--- src/rtl/life_board_scanner.sv ---
`default_nettype none
// ============================================================================
//  Module   : life_board_scanner
//  Brief    : Freezes a Game of Life board snapshot and streams it row-major
//             over valid/ready with coordinates and end-of-row/frame markers.
//             Define LIFE_SCAN_POPCOUNT_EN to build the frame population counter.
//  Revision : 1.0  initial release
// ============================================================================
module life_board_scanner #(
    parameter int WIDTH  = 8,
    parameter int HEIGHT = 8,
    localparam int c_COL_W = $clog2(WIDTH),
    localparam int c_ROW_W = $clog2(HEIGHT),
    localparam int c_POP_W = $clog2(WIDTH*HEIGHT+1)
) (
    input  logic                      clk,
    input  logic                      rst,
    input  logic [WIDTH*HEIGHT-1:0]   board,
    input  logic                      snap_req,
    output logic                      busy,
    output logic                      out_valid,
    input  logic                      out_ready,
    output logic                      out_bit,
    output logic [c_COL_W-1:0]        out_col,
    output logic [c_ROW_W-1:0]        out_row,
    output logic                      out_eol,
    output logic                      out_eof,
    output logic                      pop_valid,
    output logic [c_POP_W-1:0]        pop_count
);

    localparam logic [0:0]         c_ST_IDLE  = 1'b0;
    localparam logic [0:0]         c_ST_SCAN  = 1'b1;
    localparam logic [c_COL_W-1:0] c_COL_LAST = c_COL_W'(WIDTH-1);
    localparam logic [c_ROW_W-1:0] c_ROW_LAST = c_ROW_W'(HEIGHT-1);

    logic [0:0]              r_state;
    logic                    r_valid;
    logic [WIDTH*HEIGHT-1:0] r_snap;
    logic [c_COL_W-1:0]      r_col;
    logic [c_ROW_W-1:0]      r_row;
    logic                    r_eol;
    logic                    r_eof;
    logic                    w_xfer;
    logic                    w_capture;
    logic [c_COL_W-1:0]      w_col_inc;

    assign w_xfer    = r_valid & out_ready;
    assign w_capture = (r_state == c_ST_IDLE) & snap_req;
    assign w_col_inc = r_col + c_COL_W'(1);

    // The snapshot shifts right on each transfer, so bit 0 is always the presented cell.
    always_ff @(posedge clk) begin
        if (rst) begin
            r_state <= c_ST_IDLE;
            r_valid <= 1'b0;
            r_snap  <= '0;
            r_col   <= '0;
            r_row   <= '0;
            r_eol   <= 1'b0;
            r_eof   <= 1'b0;
        end else begin
            case (r_state)
                c_ST_IDLE: begin
                    if (snap_req) begin
                        r_state <= c_ST_SCAN;
                        r_valid <= 1'b1;
                        r_snap  <= board;
                        r_col   <= '0;
                        r_row   <= '0;
                        r_eol   <= 1'b0;
                        r_eof   <= 1'b0;
                    end
                end
                c_ST_SCAN: begin
                    if (out_ready) begin
                        r_snap <= r_snap >> 1;
                        if (r_eof) begin
                            r_state <= c_ST_IDLE;
                            r_valid <= 1'b0;
                            r_col   <= '0;
                            r_row   <= '0;
                            r_eol   <= 1'b0;
                            r_eof   <= 1'b0;
                        end else if (r_eol) begin
                            r_col <= '0;
                            r_row <= r_row + c_ROW_W'(1);
                            r_eol <= 1'b0;
                            r_eof <= 1'b0;
                        end else begin
                            r_col <= w_col_inc;
                            r_eol <= (w_col_inc == c_COL_LAST);
                            r_eof <= (w_col_inc == c_COL_LAST) && (r_row == c_ROW_LAST);
                        end
                    end
                end
                default: begin
                    r_state <= c_ST_IDLE;
                    r_valid <= 1'b0;
                end
            endcase
        end
    end

    assign busy      = r_valid;
    assign out_valid = r_valid;
    assign out_bit   = r_snap[0];
    assign out_col   = r_col;
    assign out_row   = r_row;
    assign out_eol   = r_eol;
    assign out_eof   = r_eof;

`ifdef LIFE_SCAN_POPCOUNT_EN
    logic               r_pop_valid;
    logic [c_POP_W-1:0] r_pop_count;

    // The accumulator doubles as the held result once the frame completes.
    always_ff @(posedge clk) begin
        if (rst) begin
            r_pop_valid <= 1'b0;
            r_pop_count <= '0;
        end else begin
            r_pop_valid <= w_xfer & r_eof;
            if (w_capture) begin
                r_pop_count <= '0;
            end else if (w_xfer) begin
                r_pop_count <= r_pop_count + c_POP_W'(r_snap[0]);
            end
        end
    end

    assign pop_valid = r_pop_valid;
    assign pop_count = r_pop_count;
`else
    assign pop_valid = 1'b0;
    assign pop_count = '0;
`endif

endmodule
`default_nettype wire
--- config.mk ---
export PLATFORM = sky130hd
export DESIGN_NAME = life_board_scanner
export DESIGN_NICKNAME = d
export VERILOG_FILES = /design/src/rtl/life_board_scanner.sv
export SDC_FILE = /design/constraint.sdc
export NUM_CORES = 1
export LEC_CHECK = 0
export ABC_AREA = 1
export BUFFER_PORTS_ARGS = -buffer_cell sky130_fd_sc_hd__buf_2
export CORE_ASPECT_RATIO = 0.75
export CORE_MARGIN = 10
export CORE_UTILIZATION = 45
export CTS_CLUSTER_DIAMETER = 40
export DETAILED_ROUTE_END_ITERATION = 12
export GPL_ROUTABILITY_DRIVEN = 0
export HOLD_SLACK_MARGIN = 0.1
export PLACE_DENSITY = 0.69
export SETUP_SLACK_MARGIN = 0.4
export SLEW_MARGIN = 20
export SYNTH_ARGS = -nofsm -noshare
export SYNTH_HDL_FRONTEND = slang
export SYNTH_SLANG_ARGS = --single-unit
--- constraint.sdc ---
create_clock -name clk -period 1.5 [get_ports clk]
set_clock_uncertainty 0.1 [all_clocks]
set_input_delay 0.225 -clock clk [delete_from_list [all_inputs] [get_ports clk]]
set_output_delay 0.225 -clock clk [all_outputs]
set_load 0.01 [all_outputs]
Yosys cells after proc, flatten, opt, wreduce, memory -nomap -nowiden
Index checks and enable logic that the tools add are counted.

Flip-flop bits (word level): 74. Input port bits: 68. Output and inout port bits: 19. Logic and storage cells: 49.

Add/subtract/negate cells: 2. Eq/ne operators: 6. Mux-type cells: 29. Bitwise gates (word level): 1. Reduce and logical (&&, ||, !) cells: 4.

Operators with widths (count): two-way mux 64 bit (2); one-hot mux 64 bit (2 select lines) (1); two-way mux 3 bit (7); two-way mux 1 bit (13); one-hot mux 3 bit (2 select lines) (2); one-hot mux 1 bit (2 select lines) (4); adder 3 x 1 -> 3 bit (second input constant) (2); equality test 3 bit (second input constant) (2); AND reduction 3 bit (2); != test 2 bit (second input constant) (2); != test 3 x 1 -> 1 bit (second input constant) (1); != test 2 x 1 -> 1 bit (second input constant) (1); AND reduction 2 bit (1); logical AND 1 bit (1); inverter 1 bit (1).

Depth between registers and ports, before layout
Gate-level depths: netlist (run 1).

Depth in word-level cells: 7. Gate-level depth with buffers: 7. Depth with buffers taken out: 7.

Worst setup path after synthesis (run 1)
Ideal clock, no wire load.

Path type: register to register. From: register r_row[0], in the netlist out_row[0]. To: register r_row[2], in the netlist out_row[2]. Library setup time: 0.116 ns. Arrival time: 1.062 ns. Data required time: 1.284 ns. Slack: 0.222 ns. Cell stages (with the launch flop): 7. Path buffers: 0. Period minus slack after synthesis: 1.278 ns. Cells stage by stage: dfxtp_1 ha_1 ha_1 inv_1 nor2_1 o21ai_0 nor2_1.

Longest elaborated chain between the ends: 5.

RTL lines: start, declared (RTL line 41) `logic [c_ROW_W-1:0] r_row;`; start signal, assigned (RTL line 87) `r_row <= r_row + c_ROW_W'(1);`; adder 3 x 1 -> 3 bit (RTL line 87); two-way mux 3 bit (RTL line 85) `end else if (r_eol) begin`; two-way mux 3 bit (RTL line 78) `if (r_eof) begin`; two-way mux 3 bit (RTL line 76) `if (out_ready) begin`; one-hot mux 3 bit (2 select lines) (RTL line 63) `case (r_state)`.

No other way between the ends. The select of a mux whose other input is x is not followed. A chain may end at the register's enable or synchronous reset.

Final worst setup path (run 1)
From: register r_state. To: register r_snap[17].

Longest elaborated chain between the ends: 3. Elaborated cells between the ends (all ways): 5. Classes of those cells: eq/ne (2); mux (1); bitwise (1); reduce/logical (1).

RTL lines: start, declared (RTL line 37) `logic [0:0] r_state;`; start signal, assigned (RTL line 55) `r_state <= c_ST_IDLE;`; start signal, assigned (RTL line 66) `r_state <= c_ST_SCAN;`; start signal, assigned (RTL line 79) `r_state <= c_ST_IDLE;`; inverter 1 bit; != test 2 bit (no line); AND reduction 2 bit (no line); end signal, assigned (RTL line 68) `r_snap <= board;`; end signal, assigned (RTL line 77) `r_snap <= r_snap >> 1;`; end, declared (RTL line 39) `logic [WIDTH*HEIGHT-1:0] r_snap;`.

Several ways; a longest one is shown, not always the timed one.

==> results.toml, run 1 <==
[outcome]
status = "finished, final reports clean"

[final_layout]
num-nets-final = 737
antenna_cells = 0
synthToLayoutAreaGrowth_pct = 46.89
multi_input_area_um2 = 2003
drive_gt1_share_pct = 28.66
fillers = 615
seqCellArea_um2 = 1510

[synth]
synth.largest_area_cell = "dfxtp_1"
postSynthAreaPerCell_um2 = 6.366
async_flop_share_pct = 0
post-synth-top-count-cell = "nand2_1"
yosysTopAreaCellShare_pct = 41.78
synth_cell_types = 23
mappedNetlistArea_um2 = 3546
yosysWarnings = 0
synth_edf_count = 0
synth_commonest_cells = "nand2_1 (204), nor2_1 (136), dfxtp_1 (74), o21ai_0 (60), buf_4 (18)"
synth_area_leaders = "dfxtp_1 (42%), nand2_1 (22%), nor2_1 (14%)"
postSynthCellCount = 557
ys_seq_area_share_pct = 41.78
ys_ff_latch = 74
ys.flop_type = "dfxtp_1"

[worst_setup_path]
crit_path_cell_trace = "buf_4 -> buf_16 -> nand2_1 -> nand2_1 -> o21ai_1 -> nor2_1"
critPathMaxFanout = 16
critPathKind = "reg -> reg"
worstPathRequired_ns = 1.64
cp.arrival_ns = 1.58
worstSetupStartpointType = "register"
slowest_stage = "dfxtp_4"
endpoint_kind = "register"
cpMostUsedCell = "nand2_1"
cpPeakStageDelay_ns = 0.38

[drt]
vias = 3928
post_drt_wl_per_cell_um = 15.50
drc = 0
drt-initial-drc-count = 363
viasPerCell = 5.095
firstDrtPassIters = 5
drtAntennaViolNets = 0
wl_um = 11950

[pwr]
power.total_mw = 5.930
ir_worst_vdd_uv = 609.3
powerDensity_nw_per_um2 = 1138
leakage_nw = 2.552

[clocking]
clk_latency_ns = 0.36
cts_made_buffers = 9
cts.sinks = 74
htree_levels = 3
cts_tree = "done"
root_buffer = "clkbuf_8"
cts_buffer_depth = 2
path_clk_slew_ns = 0.08

[job]
max_cap_violations = 0

[grt]
grt_pass1_wl_um = 17220
gr-usage-all-layers_pct = 17.54
grt_max_degree = 44
first_global_vias = 3593
antenna_found_initial = 0
grt_overflow = 0

[timing]
maxSlewViolCount = 0
setup_violations = 0
clock.fmax_mhz = 696.4
period_share_pct = 95.73
finalSetupTns_ns = 0
holdWs_ns = 0.1028
period_minus_slack_ns = 1.436
rsz0062_at_grt = "yes"
hold_viol = 0

[die]
die_area_um2 = 11870
ioPinCount = 87
die_h_um = 96.88
row_count = 27
dieWidth_um = 122.5
initial_utilization_pct = 47.28
core_um2 = 7500

[placement]
hpwlAfterDp_um = 5797
io_buffer_count = 78

[hold_path]
hold_class = "in -> reg"
state kept, by name, indices dropped and copies added (netlist names):
signal	flops
busy	1
out_col	3
out_eof	1
out_eol	1
out_row	3
r_snap	64
r_state	1
cells by family (layout without fill, tap and decap cells):
| logic type | count (synthesis) | count (layout) | synth area share [%] |
|---|---|---|---|
| AOI/OAI and AO/OA | 76 | 76 | 10.94 |
| adders and majority gates | 4 | 4 | 1.411 |
| and+or+nand+nor | 346 | 347 | 37.09 |
| xor gates and xnor gates | 1 | 1 | 0.2470 |
| DFF | 74 | 74 | 41.78 |
| other | 1 | 8 | 0.1058 |
| buffers and inverters | 55 | 160 | 8.433 |
per-layer routing:
layer | track usage (%) | vias up | routed length, µm
met4 | 4.668 | 0 | 243
li1 | - | 1932 | -
met5 | 0 | - | 0
met2 | 28.98 | 175 | 5851
met3 | 4.751 | 24 | 1068
met1 | 21.81 | 1797 | 4786
cell type report:
cell class,count,area share (%)
inverters,10,0.8648
flip-flops and latches,74,28.99
well taps,101,2.426
repair buffers,133,24.02
repair inverters,1,0.1201
multi-input cells,436,38.46
clock inverters,5,2.402
clock buffers,11,2.714
critical path: cells and delay by family (launching register included):
| kind | cells | cell delay (ns) |
|---|---|---|
| AO/OA/AOI/OAI | 1 | 0.23 |
| buffers and inverters | 2 | 0.36 |
| flip-flops | 1 | 0.38 |
| AND/OR/NAND/NOR | 3 | 0.25 |
power breakdown:
part,total [mW],internal (mW),switching (mW)
clock,2.07,1.32,0.757
sequential,2.30,2.17,0.135
combinational,1.55,0.736,0.817
cell usage in the layout, fill, tap and decap left out, types with 2 or more instances in the layout:
master / synthesis / final
buf_12: 0 / 5
nand2_1: 204 / 199
o21ai_1: 6 / 59
clkbuf_16: 0 / 8
nand3_2: 0 / 2
ha_4: 0 / 2
dlygate4sd3_1: 0 / 12
dfxtp_1: 74 / 63
nor2_4: 1 / 6
clkbuf_8: 0 / 10
nor2_1: 136 / 116
nand2_2: 1 / 3
a21oi_2: 0 / 3
dfxtp_4: 0 / 6
o21ai_0: 60 / 2
nor2_2: 0 / 15
bufinv_16: 0 / 4
buf_6: 1 / 18
buf_16: 0 / 6
nand2_8: 0 / 2
o21ai_2: 1 / 5
conb_1: 1 / 8
dfxtp_2: 0 / 5
ha_1: 4 / 2
buf_4: 18 / 17
nand2_4: 0 / 2
buf_2: 14 / 67
a21oi_1: 7 / 4
inv_1: 9 / 8
path summary, 6_finish.rpt:
check | from | endpoint | slack [ns] | depth (start not counted)
setup / recovery | r_state | r_snap[17] | 0.06 | 6
hold / removal | board[44] | r_snap[44] | 0.10 | 5
setup reg to reg | r_state | r_snap[17] | 0.06 | 6
hold reg to reg | r_snap[63] | r_snap[63] | 0.38 | 2
stage by stage:
step                      utilization (%)  instance area (µm²)  worst slack (ns)  cells
final                               69.45                 5209           0.06398    771
after global placement              53.32                 3999            0.1734    710
after detailed placement            53.32                 3999            0.1361    710
after global routing                69.45                 5209           0.05378    771
after CTS                           64.56                 4842            0.1938    757
after floorplan                         -                 3675            0.3548    564
repair_timing:
action	CTS	global route
endpoints found under the setup margin	85	85
buffers inserted	14	3
cloned	5	11
pin swaps	2	38
gates resized for setup	56	32
hold buffers	12	0
endpoints found under the hold margin	15	0
Power figures use the tool's default switching activity.
==> run 2, diff against run 1 <==
--- a/config.mk
+++ b/config.mk
@@ -5,7 +5,6 @@
 export SDC_FILE = /design/constraint.sdc
 export NUM_CORES = 1
 export LEC_CHECK = 0
-export ABC_AREA = 1
 export BUFFER_PORTS_ARGS = -buffer_cell sky130_fd_sc_hd__buf_2
 export CORE_ASPECT_RATIO = 0.75
 export CORE_MARGIN = 10
==> run 2 against run 1 <==
Compared with the run above: combinational power is 27% lower; worst hold slack better by 0.0017 ns; die area is 0.11% higher.
==> results.toml, run 2 <==
[outcome]
status = "finished, final reports clean"

[placement]
io_buffer_count = 78
hpwlAfterDp_um = 5405
place_ws_ns = 0.07076
place_area_um2 = 4004

[drt]
wl_um = 9671
firstDrtPassIters = 4
drc = 0
vias = 2879
viasPerCell = 5.341
post_drt_wl_per_cell_um = 17.94
drtAntennaViolNets = 0
drt-initial-drc-count = 78

[pwr]
leakage_nw = 2.030
ir_worst_vdd_uv = 622.0
powerDensity_nw_per_um2 = 982.0

[timing]
holdWs_ns = 0.1046
rsz0062_at_grt = "yes"
setup_violations = 0
fin_ws_ns = 0.07836
maxSlewViolCount = 0
period_share_pct = 94.78
clock.fmax_mhz = 703.4
hold_viol = 0
finalSetupTns_ns = 0
period_minus_slack_ns = 1.422

[synth]
postSynthAreaPerCell_um2 = 10.38
synth_cell_types = 30
ys.flop_type = "dfxtp_1"
synth.largest_area_cell = "dfxtp_1"
synth_edf_count = 0
yosysWarnings = 0
post-synth-top-count-cell = "dfxtp_1"
async_flop_share_pct = 0
ys_seq_area_share_pct = 41.72
mappedNetlistArea_um2 = 3551
ys_ff_latch = 74
synth_commonest_cells = "dfxtp_1 (74), nor2_1 (69), mux2i_1 (64), a211oi_2 (40), a211oi_1 (23)"
yosysTopAreaCellShare_pct = 41.72
postSynthCellCount = 342
synth_area_leaders = "dfxtp_1 (42%), mux2i_1 (18%), a211oi_2 (14%)"

[hold_path]
hold_class = "in -> reg"
min_from = "rst"

[worst_setup_path]
critPathKind = "reg -> reg"
critPathMaxFanout = 6
worstSetupStartpointType = "register"
crit_path_start = "r_state"
endpoint_kind = "register"
timing.rr.start = "r_state"
worstPathRequired_ns = 1.64
cp.arrival_ns = 1.57

[clocking]
htree_levels = 3
path_clk_slew_ns = 0.08
cts_tree = "done"
cts.sinks = 74
root_buffer = "clkbuf_8"
clk_latency_ns = 0.35
cts_made_buffers = 9
cts_buffer_depth = 2

[die]
dieWidth_um = 122.6
ioPinCount = 87
core_um2 = 7500
die_h_um = 96.93
initial_utilization_pct = 47.35
row_count = 27
die_area_um2 = 11880

[final_layout]
num-nets-final = 506
mostFrequentLayoutCell = "buf_2"
synthToLayoutAreaGrowth_pct = 39.25
post-route-util_pct = 65.93
stdcell_area_um2 = 4945
antenna_cells = 0
fillers = 606
regMostFlops = "r_snap"
largest_reg_flops = 64
final_cell_mix = "buf_2 (67), dfxtp_1 (64), mux2i_1 (52)"
drive_gt1_share_pct = 55.25

[grt]
gr-usage-all-layers_pct = 13.02
grt_overflow = 0
antenna_found_initial = 0
grt_pass1_wl_um = 12970
grt_max_degree = 47
first_global_vias = 2712

[job]
max_cap_violations = 0
-- run 2: cell types whose count changed in the layout (fill, tap and decap cells not counted), sizes merged, moves of 11 or more --
cell,previous run,this run
o21ai,67,0
nor2,137,69
buf,113,101
a211oi,0,63
dlygate4sd3,12,1
mux2i,0,64
nand2,206,4
-- run 2: logic make-up after synthesis --
| group | Yosys count | synth area share [%] |
|---|---|---|
| other | 1 | 0.1056 |
| adders and majority gates | 4 | 1.409 |
| and+or+nand+nor | 82 | 9.584 |
| DFF | 74 | 41.72 |
| AOI/OAI and AO/OA | 73 | 21.00 |
| muxes | 66 | 18.78 |
| xor gates and xnor gates | 1 | 0.2467 |
| buffers and inverters | 41 | 7.153 |
-- run 2: repair_timing --
action,4_1_cts,5_1_grt
gates resized for setup,27,71
hold buffers,1,0
setup buffers,7,0
cloned,0,17
setup endpoints to repair,83,84
pin swaps,2,2
hold endpoints to repair,3,0
-- run 2: path summary, 6_finish.rpt --
check        slack [ns]  depth (start not counted)    endpoint
max                0.08                          3  r_snap[30]
min                0.10                          2  out_col[0]
max reg2reg        0.08                          3  r_snap[30]
min reg2reg        0.40                          2  out_col[0]
-- run 2: layout make-up --
class	count	area, µm²	area share [%]
Clock buffer	10	127.6	2.581
Clock inverter	5	56.30	1.139
Inverter	2	7.507	0.1518
Multi-Input combinational cell	236	2115	42.76
Sequential cell	74	1506	30.47
Tap cell	101	126.4	2.556
Timing Repair Buffer	111	1006	20.34
-- run 2: critical path, stage by stage (launching register included) --
cell and delay [ns]:
dfxtp_4 0.40, mux2_4 0.41, clkbuf_16 0.19, a211oi_1 0.23
-- run 2: through the flow --
| stage | std cells | power, mW |
|---|---|---|
| final | 539 | 4.856 |
| after global routing | 539 | 5.079 |
| after global placement | 499 | 3.039 |
| after detailed placement | 499 | 3.067 |
| after floorplan | 349 | 2.894 |
| after CTS | 522 | 4.571 |
-- run 2: routing by layer --
layer | global-route usage [%] | up-vias | wire length (µm)
li1 | - | 1409 | -
met1 | 16.21 | 1387 | 4376
met2 | 20.44 | 75 | 4594
met3 | 5.330 | 8 | 633
met4 | 2.962 | 0 | 67
met5 | 0 | - | 0
-- run 2: report_power, final --
group / switching [mW] / internal [mW]
Combinational: 0.548 / 0.581
Sequential: 0.123 / 2.13
Clock: 0.720 / 0.757
==> run 3, diff against run 2 <==
--- a/config.mk
+++ b/config.mk
@@ -5,15 +5,14 @@
 export SDC_FILE = /design/constraint.sdc
 export NUM_CORES = 1
 export LEC_CHECK = 0
-export BUFFER_PORTS_ARGS = -buffer_cell sky130_fd_sc_hd__buf_2
 export CORE_ASPECT_RATIO = 0.75
 export CORE_MARGIN = 10
 export CORE_UTILIZATION = 45
 export CTS_CLUSTER_DIAMETER = 40
 export DETAILED_ROUTE_END_ITERATION = 12
+export DONT_BUFFER_PORTS = 1
 export GPL_ROUTABILITY_DRIVEN = 0
 export HOLD_SLACK_MARGIN = 0.1
-export PLACE_DENSITY = 0.69
 export SETUP_SLACK_MARGIN = 0.4
 export SLEW_MARGIN = 20
 export SYNTH_ARGS = -nofsm -noshare
==> constraint.sdc (replaced) <==
create_clock -name clk -period 1.48 [get_ports clk]
set_clock_uncertainty 0.1 [all_clocks]
set_input_delay 0.222 -clock clk [delete_from_list [all_inputs] [get_ports clk]]
set_output_delay 0.222 -clock clk [all_outputs]
set_load 0.01 [all_outputs]
==> run 3 against run 2 <==
Compared with the run above: routed wire length fell by 12%; fmax barely moved; sequential power hardly changed; global-route usage increased by 1.1 points; register-to-register slack worse by 0.02 ns; setup slack worse by 0.020 ns; total power up 12%; the flow now finishes with violations (hold timing); clock-buffer cell count is 2 higher; sequential cell count unchanged; design area down 6.3%; combinational power down 12%.
==> results.toml, run 3 (synthesis gave the netlist of run 2 again) <==
[placement]
place_ws_ns = 0.03946
io_buffer_count = 0
hpwlAfterDp_um = 4940

[clocking]
cts.sinks = 74
cts_buffer_depth = 2
root_buffer = "clkbuf_8"
htree_levels = 3
path_clk_slew_ns = 0.08
cts_tree = "done"
clk_latency_ns = 0.34
cts_made_buffers = 9

[hold_path]
hold_class = "in -> reg"
min_path_cells = 1
hold_end = "r_snap[22]"
min_from = "rst"

[die]
initial_utilization_pct = 47.35
row_count = 27
ioPinCount = 87
core_um2 = 7500
die_area_um2 = 11880
dieWidth_um = 122.6
die_h_um = 96.93

[worst_setup_path]
cp.arrival_ns = 1.55
timing.rr.start = "r_state"
worstSetupStartpointType = "register"
crit_path_start = "r_state"
critPathKind = "reg -> reg"
timing.rr.end = "r_snap[12]"
reg2reg_slack_ns = 0.06
worstPathRequired_ns = 1.61
endpoint_kind = "register"
reg2reg_depth = 5
critPathMaxFanout = 17

[pwr]
p_sw_mw = 1.341
switching_share_pct = 24.66
power.total_mw = 5.440
seqPwrFrac_pct = 42.0
combinationalPowerShare_pct = 18.3
leakage_nw = 1.716
ir_worst_vdd_uv = 596.8
powerDensity_nw_per_um2 = 1175
p_int_mw = 4.099
p_clk_share_pct = 39.7

[timing]
maxSlewViolCount = 0
period_minus_slack_ns = 1.422
holdWs_ns = -0.1648
setup_violations = 0
period_share_pct = 96.08
hold_viol = 71
rsz0062_at_grt = "yes"
fin_ws_ns = 0.05796
finalSetupTns_ns = 0
clock.fmax_mhz = 703.2

[grt]
grt_overflow = 0
gr-usage-all-layers_pct = 14.13
antenna_found_initial = 0
grt_max_degree = 74
grt_pass1_wl_um = 13610
first_global_vias = 2599

[drt]
drc = 0
wl_met1_um = 3856
viasPerCell = 5.605
firstDrtPassIters = 4
post_drt_wl_per_cell_um = 18.90
route.met2.wl_um = 3910
drt-initial-drc-count = 127
vias = 2528
wl_um = 8525
top_layer = "met4"
drtAntennaViolNets = 0
wl_met3_um = 726

[final_layout]
antenna_cells = 0
post-route-util_pct = 61.76
fillers = 622
num-nets-final = 417
largest_reg_flops = 64
drive_gt1_share_pct = 54.00
regMostFlops = "r_snap"
synthToLayoutAreaGrowth_pct = 30.44
mostFrequentLayoutCell = "dfxtp_1"
final_cell_mix = "dfxtp_1 (63), mux2i_1 (60), a211oi_2 (57)"

[outcome]
status = "finished with violations"
violations = "hold timing"

[job]
max_cap_violations = 0
[run 3: cell count changes in the layout (fill, tap and decap cells not counted), sizes merged]
cell         before  now
buf             101   22
clkbuf           19   13
bufinv            1    4
clkinv            3    0
mux2              4    2
bufbuf            0    1
clkinvlp          1    0
dlygate4sd3       1    0
[run 3: critical path: stages, from the launching register on]
cell and delay (ns):
dfxtp_4 0.38, mux2_4 0.32, buf_12 0.16, buf_16 0.18, nor2_2 0.11, a211oi_2 0.05
[run 3: metal layers]
layer | up-vias | track usage [%]
met5 | - | 0
li1 | 1223 | -
met4 | 0 | 3.232
met1 | 1229 | 18.10
met3 | 4 | 6.489
met2 | 72 | 21.06
[run 3: final cells by class]
type	instances	area (µm²)	area share [%]
multi-input cells	234	2237	48.30
inverters	2	7.507	0.1621
well taps	101	126.4	2.728
flip-flops and latches	74	1523	32.87
clock inverters	4	120.1	2.593
clock buffers	12	165.2	3.566
repair buffers	24	452.9	9.778
[run 3: through the flow]
stage               hold WS (ns)  cells  instance area (µm²)
finish                   -0.1648    451                 4632
global route             -0.1909    451                 4632
CTS                      -0.1788    450                 4427
detailed placement        0.1953    420                 3603
global placement          0.1959    420                 3603
floorplan                 0.2828    349                 3623
[run 3: power groups by stage]
stage               Combinational (mW)  Clock [mW]  Sequential [mW]
floorplan                        0.658           0             2.27
global placement                 0.645           0             2.30
detailed placement               0.664           0             2.30
CTS                              0.923        2.22             2.28
global route                      1.08        2.31             2.31
finish                           0.996        2.16             2.28
[run 3: worst max path at each step]
stage / endpoint / cells after the start
after floorplan: r_snap[0] / 6
after global placement: r_snap[51] / 4
after detailed placement: r_snap[3] / 4
after CTS: r_snap[36] / 5
after global routing: r_snap[12] / 5
final: r_snap[12] / 5
[run 3: what timing repair did]
action,in CTS,in global routing
endpoints found under the setup margin,79,85
endpoints found under the hold margin,74,73
pin swaps,2,6
gates cloned,6,1
resized for setup,88,47
buffers inserted,8,0
